==> src/rtl/ascon_pkg.sv <==
// Shared definitions for the serial Ascon hash host and the core wrapper.
// Holds the host FSM state encoding, the default message/digest widths and a
// small max helper used to size the start-strobe schedule.
package ascon_pkg;

  localparam int unsigned DefaultY       = 40;
  localparam int unsigned DefaultL       = 256;
  localparam int unsigned DefaultTimeout = 4096;

  typedef enum logic [2:0] {
    StIdle,
    StCrst,
    StShift,
    StWait,
    StStart,
    StCollect,
    StDone
  } host_state_e;

  function automatic int unsigned max3(input int unsigned a, input int unsigned b,
                                       input int unsigned c);
    int unsigned m;
    m = (a > b) ? a : b;
    return (m > c) ? m : c;
  endfunction

endpackage

==> src/rtl/serdes_shift_reg.sv <==
// Serializer/deserializer storage for the hash host.
// TX side: a TxW-bit register loaded in parallel and shifted left, MSB exposed.
// RX side: an RxW-bit register cleared in one cycle and written one bit at a
// time at an arbitrary index.
// Ports:
//   clk, rst       clock, synchronous active-low reset
//   i_load         load i_load_data into the TX register (wins over i_shift)
//   i_shift        shift the TX register left by one, zero fill
//   o_tx_msb       current TX MSB
//   i_clr          clear the RX register (wins over i_cap)
//   i_cap          write i_cap_bit into RX bit i_cap_idx
//   o_rx_data      RX register contents
module serdes_shift_reg #(
  parameter int unsigned TxW  = 40,
  parameter int unsigned RxW  = 256,
  parameter int unsigned IdxW = 8
) (
  input  logic            clk,
  input  logic            rst,
  input  logic            i_load,
  input  logic [TxW-1:0]  i_load_data,
  input  logic            i_shift,
  output logic            o_tx_msb,
  input  logic            i_clr,
  input  logic            i_cap,
  input  logic [IdxW-1:0] i_cap_idx,
  input  logic            i_cap_bit,
  output logic [RxW-1:0]  o_rx_data
);

  logic [TxW-1:0] r_tx;
  logic [RxW-1:0] r_rx;

  always_ff @(posedge clk) begin
    if (!rst) begin
      r_tx <= '0;
      r_rx <= '0;
    end else begin
      if (i_load) begin
        r_tx <= i_load_data;
      end else if (i_shift) begin
        r_tx <= {r_tx[TxW-2:0], 1'b0};
      end
      if (i_clr) begin
        r_rx <= '0;
      end else if (i_cap) begin
        r_rx[i_cap_idx] <= i_cap_bit;
      end
    end
  end

  assign o_tx_msb  = r_tx[TxW-1];
  assign o_rx_data = r_rx;

endmodule

==> src/rtl/hash_serial_host.sv <==
// Host-side driver for the bit-serial Ascon hash core.
// Takes a Y-bit message over valid/ready, resets the core, streams the message
// MSB-first, pulses core_start when the core is due, collects the L-bit digest
// LSB-first and hands it back over valid/ready (with a timeout flag).
// Ports:
//   clk, rst                    clock, synchronous active-low reset
//   req_valid/req_ready         message handshake; msg_data bit Y-1 is sent first
//   digest_valid/digest_ready   result handshake; digest_data bit 0 = first serial bit
//   timeout_err                 qualifies digest_valid; 1 = core never responded
//   core_rst_n/core_msg/core_start   registered outputs to the core
//   core_digest/core_hash_ready      serial digest stream from the core
module hash_serial_host
  import ascon_pkg::*;
#(
  parameter int unsigned Y       = DefaultY,
  parameter int unsigned L       = DefaultL,
  parameter int unsigned TIMEOUT = DefaultTimeout
) (
  input  logic         clk,
  input  logic         rst,
  input  logic         req_valid,
  output logic         req_ready,
  input  logic [Y-1:0] msg_data,
  output logic         digest_valid,
  input  logic         digest_ready,
  output logic [L-1:0] digest_data,
  output logic         timeout_err,
  output logic         core_rst_n,
  output logic         core_msg,
  output logic         core_start,
  input  logic         core_digest,
  input  logic         core_hash_ready
);

  localparam int unsigned M  = max3(Y, L, 64);
  localparam int unsigned KW = $clog2(L + 1);
  localparam int unsigned IW = (L > 1) ? $clog2(L) : 1;

  host_state_e   r_state, w_state_nxt;
  logic [31:0]   r_cnt, w_cnt_nxt;
  logic [KW-1:0] r_k, w_k_nxt;
  logic          r_hr_dly, w_hr_dly_nxt;
  logic          r_seen, w_seen_nxt;
  logic          r_digest_valid, w_digest_valid_nxt;
  logic          r_timeout_err, w_timeout_err_nxt;
  logic          r_core_rst_n, w_core_rst_n_nxt;
  logic          r_core_msg, w_core_msg_nxt;
  logic          r_core_start, w_core_start_nxt;
  logic          w_load, w_shift, w_clr, w_cap, w_tx_bit;

  serdes_shift_reg #(
    .TxW (Y),
    .RxW (L),
    .IdxW(IW)
  ) u_serdes (
    .clk        (clk),
    .rst        (rst),
    .i_load     (w_load),
    .i_load_data(msg_data),
    .i_shift    (w_shift),
    .o_tx_msb   (w_tx_bit),
    .i_clr      (w_clr),
    .i_cap      (w_cap),
    .i_cap_idx  (r_k[IW-1:0]),
    .i_cap_bit  (core_digest),
    .o_rx_data  (digest_data)
  );

  always_comb begin
    w_state_nxt        = r_state;
    w_cnt_nxt          = r_cnt;
    w_k_nxt            = r_k;
    w_hr_dly_nxt       = 1'b0;
    w_seen_nxt         = r_seen;
    w_digest_valid_nxt = r_digest_valid;
    w_timeout_err_nxt  = r_timeout_err;
    w_load             = 1'b0;
    w_clr              = 1'b0;
    w_cap              = 1'b0;

    unique case (r_state)
      StIdle: begin
        if (req_valid) begin
          w_load            = 1'b1;
          w_clr             = 1'b1;
          w_k_nxt           = '0;
          w_timeout_err_nxt = 1'b0;
          w_state_nxt       = StCrst;
        end
      end
      StCrst: begin
        w_cnt_nxt   = '0;
        w_state_nxt = StShift;
      end
      StShift: begin
        w_cnt_nxt = r_cnt + 1;
        if (r_cnt == 32'(Y - 1)) w_state_nxt = StWait;
      end
      StWait: begin
        // Leaving with cnt = M+1, which is the START cycle.
        w_cnt_nxt = r_cnt + 1;
        if (r_cnt == 32'(M)) w_state_nxt = StStart;
      end
      StStart: begin
        w_cnt_nxt   = '0;
        w_seen_nxt  = 1'b0;
        w_state_nxt = StCollect;
      end
      StCollect: begin
        // The core's digest bit lags its ready flag by one cycle.
        w_hr_dly_nxt = core_hash_ready;
        if (core_hash_ready) w_seen_nxt = 1'b1;
        // r_cnt doubles as the timeout counter; it freezes once the core answers.
        if (!r_seen && !core_hash_ready) w_cnt_nxt = r_cnt + 1;
        if (r_hr_dly) begin
          w_cap   = 1'b1;
          w_k_nxt = r_k + KW'(1);
          if (r_k == KW'(L - 1)) begin
            w_digest_valid_nxt = 1'b1;
            w_timeout_err_nxt  = 1'b0;
            w_state_nxt        = StDone;
          end
        end else if (!r_seen && !core_hash_ready && r_cnt == 32'(TIMEOUT - 1)) begin
          w_digest_valid_nxt = 1'b1;
          w_timeout_err_nxt  = 1'b1;
          w_state_nxt        = StDone;
        end
      end
      StDone: begin
        if (digest_ready) begin
          w_digest_valid_nxt = 1'b0;
          w_state_nxt        = StIdle;
        end
      end
      default: w_state_nxt = StIdle;
    endcase

    // Core-facing outputs are registered against the state being entered.
    w_shift          = (w_state_nxt == StShift);
    w_core_msg_nxt   = w_shift ? w_tx_bit : 1'b0;
    w_core_start_nxt = (w_state_nxt == StStart);
    w_core_rst_n_nxt = (w_state_nxt inside {StShift, StWait, StStart, StCollect});
  end

  always_ff @(posedge clk) begin
    if (!rst) begin
      r_state        <= StIdle;
      r_cnt          <= '0;
      r_k            <= '0;
      r_hr_dly       <= 1'b0;
      r_seen         <= 1'b0;
      r_digest_valid <= 1'b0;
      r_timeout_err  <= 1'b0;
      r_core_rst_n   <= 1'b0;
      r_core_msg     <= 1'b0;
      r_core_start   <= 1'b0;
    end else begin
      r_state        <= w_state_nxt;
      r_cnt          <= w_cnt_nxt;
      r_k            <= w_k_nxt;
      r_hr_dly       <= w_hr_dly_nxt;
      r_seen         <= w_seen_nxt;
      r_digest_valid <= w_digest_valid_nxt;
      r_timeout_err  <= w_timeout_err_nxt;
      r_core_rst_n   <= w_core_rst_n_nxt;
      r_core_msg     <= w_core_msg_nxt;
      r_core_start   <= w_core_start_nxt;
    end
  end

  assign req_ready    = (r_state == StIdle);
  assign digest_valid = r_digest_valid;
  assign timeout_err  = r_timeout_err;
  assign core_rst_n   = r_core_rst_n;
  assign core_msg     = r_core_msg;
  assign core_start   = r_core_start;

endmodule

==> config.mk <==
export PLATFORM = sky130hd
export DESIGN_NAME = hash_serial_host
export DESIGN_NICKNAME = d
export VERILOG_FILES = /design/src/rtl/ascon_pkg.sv /design/src/rtl/serdes_shift_reg.sv /design/src/rtl/hash_serial_host.sv
export SDC_FILE = /design/constraint.sdc
export NUM_CORES = 1
export LEC_CHECK = 0
export ABC_CLOCK_PERIOD_IN_PS = 4850
export BUFFER_PORTS_ARGS = -buffer_cell sky130_fd_sc_hd__buf_2
export CORE_AREA = 4 4 176 161
export CTS_CLUSTER_SIZE = 30
export DETAILED_ROUTE_END_ITERATION = 16
export DIE_AREA = 0 0 180 165
export PLACE_DENSITY_LB_ADDON = 0.2
export SLEW_MARGIN = 20
export SYNTH_ARGS = -nofsm -noshare
export SYNTH_HDL_FRONTEND = slang
export SYNTH_HIERARCHICAL = 1
export SYNTH_SLANG_ARGS = --single-unit
==> constraint.sdc <==
create_clock -name clk -period 4.85 [get_ports clk]
set_clock_uncertainty 0.15 [all_clocks]
set_input_delay 0.7275 -clock clk [delete_from_list [all_inputs] [get_ports clk]]
set_output_delay 0.7275 -clock clk [all_outputs]
set_load 0.01 [all_outputs]
==> flow_summary.json <==
{
  "seq_area_frac_synth_pct": 44.1,
  "ant_nets": 0,
  "cts_setup_buffers": 0,
  "totalWireLength_um": 41300,
  "first_global_vias": 12144,
  "numPortBuffers": 307,
  "fin_crit_ns": 3.87,
  "syn2layout_area_growth_pct": 15.6,
  "setup_viol": 0,
  "drv_slew": 0,
  "hp-class": "reg2reg",
  "startpoint": "r_k[4]$_SDFFE_PN0P_",
  "fmax_mhz": 258,
  "numCtsBuffers": 36,
  "io_pins": 308,
  "dieHeight_um": 165,
  "status": "completed",
  "hp-start": "u_serdes/o_rx_data[179]$_SDFFE_PP0P_",
  "vdd_ir_drop_max_v": 0.000216,
  "synth_common_cells": "dfxtp_1, nand2_1, mux2i_1",
  "synth_area_per_cell_um2": 9.09,
  "holdBufCountCts": 0,
  "grt_max_degree": 176,
  "firstDrtPassIters": 5,
  "synth_top_area_cell": "dfxtp_1",
  "nNetsFinal": 1971,
  "diodes": 0,
  "timing.rr.start": "r_k[4]$_SDFFE_PN0P_",
  "cts_tree": "done",
  "p_per_area_nw_per_um2": 331,
  "synth.distinct_cells": 60,
  "power.leakage_nw": 8.76,
  "vias": 12956,
  "hold_viol_final": 0,
  "final_util_pct": 68.4,
  "yosysMostFrequentCell": "dfxtp_1",
  "rsz0062_at_grt": "false",
  "clock_sinks": 347,
  "worstSetupEndpointType": "flip-flop",
  "place_inst": 2236,
  "yosys_warnings": 6,
  "row_count": 57,
  "initial_utilization_pct": 59.2,
  "clock_path_buffers": 3,
  "drt_iter0_drc": 1199,
  "viasPerCell": 5.63,
  "h-tree-depth": 2,
  "clockRootBuffer": "clkbuf_16",
  "syn_nets": 1782,
  "syn_inst": 1732,
  "path_clk_slew_ns": 0.06,
  "total_power_mw": 6.03,
  "clkLatencyLatePin_ns": 0.52,
  "fin_tns_setup_ns": 0,
  "worstSetupPathType": "reg2reg",
  "maxSlewHeadroom_pct": 35.5,
  "gr-total-overflow": 0,
  "holdWs_ns": 0.304,
  "dieArea_um2": 29700,
  "grt_first_pass_wirelength_um": 65300,
  "antenna_found_initial": 0,
  "worst_pin_slew_ns": 0.964,
  "crit_required_ns": 5.10,
  "place_congestion": 0.795,
  "fin_cells": 2300,
  "worstPathArrival_ns": 4.12,
  "drive_gt1_share_pct": 22.7,
  "synthTopCellsByArea": "dfxtp_1, mux2i_1, nand3_1",
  "ff2ff_path_depth": 13,
  "routedWlPerCell_um": 18.0,
  "drv_cap": 0,
  "post-dp-hpwl_um": 26100,
  "synth_edf_count": 0,
  "ys_ff_latch": 347,
  "holdPathStages": 2,
  "period_share_pct": 79.8,
  "grt_util_all_layers_pct": 26.2,
  "fp.coreArea_um2": 26600,
  "synthArstFlopShare_pct": 0,
  "postCtsResizedCells": 0,
  "die_x_um": 180,
  "cp-start-kind": "flip-flop",
  "drc": 0,
  "synth_ff_type": "dfxtp_1",
  "path_max_fanout": 40,
  "syn_area_um2": 15800,
  "synth_top_area_share_pct": 44.1
}
[path summary, 6_finish.rpt]
check / slack, ns / to
setup / recovery: 0.98 / u_serdes/r_tx[22]$_SDFFE_PN0P_
hold / removal: 0.30 / u_serdes/o_rx_data[179]$_SDFFE_PP0P_
hold reg to reg: 0.30 / u_serdes/o_rx_data[179]$_SDFFE_PP0P_
setup reg to reg: 0.98 / u_serdes/r_tx[22]$_SDFFE_PN0P_
[stage by stage]
step                      cell area [um2]  setup WS [ns]
final                               18200          0.982
after floorplan                     15800           2.09
after CTS                           18200           1.00
after global placement              17000           1.24
after global routing                18200          0.654
after detailed placement            17000           1.01
[cells by family (layout without fill, tap and decap cells)]
| family | after synthesis | count (layout) | synth area share, % |
|---|---|---|---|
| AOI/OAI and AO/OA | 74 | 74 | 2.79 |
| and+or+nand+nor | 791 | 791 | 25.6 |
| muxes | 295 | 295 | 18.7 |
| xor gates and xnor gates | 38 | 38 | 2.11 |
| adders and majority gates | 4 | 4 | 0.318 |
| buffers and inverters | 183 | 397 | 6.35 |
| DFF | 347 | 347 | 44.1 |
[registers in the layout (all words and copies together), names as in the netlist]
name,count
core_rst_n,1
u_serdes/o_rx_data,256
r_state,3
core_msg,1
timeout_err,1
r_k,9
r_cnt,32
u_serdes/r_tx,40
digest_valid,1
r_seen,1
r_hr_dly,1
core_start,1
[per-layer routing]
layer	up-vias	part of all wire, %	GRT usage (%)
met5	-	0	0
met4	0	3.4	9.56
met3	95	7.8	5.55
met2	447	46	41.8
met1	6146	43	35.4
li1	6268	-	-
[layout make-up]
cell class / count / area (um2)
clock inverters: 9 / 105
fillers: 2169 / 8390
flip-flops and latches: 347 / 6950
multi-input cells: 1202 / 7860
well taps: 354 / 443
clock buffers: 54 / 1060
repair buffers: 327 / 1760
inverters: 7 / 26.3
[layout by cell type (no fill, tap or decap), drive strengths merged, types with 4 or more instances in the layout]
cell type    n
ha           4
nor2b        7
mux2i      295
o21ai       46
nor4        17
and2        41
nor4b        6
nor2        51
xor2        18
clkbuf      54
inv          9
and4         6
nand4       17
buf        327
dfxtp      347
xnor2       20
and3        11
a21oi       15
nand3      275
and4bb       6
nor3        14
nand2      320
clkinv       4
and4b        5
[critical path, stage by stage, from the launching register on]
cell and delay, ns:
dfxtp_1 0.82, and3_1 0.33, nand3_1 0.09, nor2_1 0.14
ha_1 0.24, a21oi_1 0.09, a21o_1 0.18, a21oi_1 0.23
a31oi_1 0.14, nor3_2 0.21, buf_4 0.56, mux2i_1 0.27
o21ai_0 0.09, and2_1 0.18
[where the power goes]
group | leakage (nW) | internal, mW | switching (mW)
clock network | 0.571 | 1.62 | 1.11
registers | 2.80 | 2.89 | 0.0326
logic | 5.39 | 0.135 | 0.250
(Power assumes the default switching activity.)
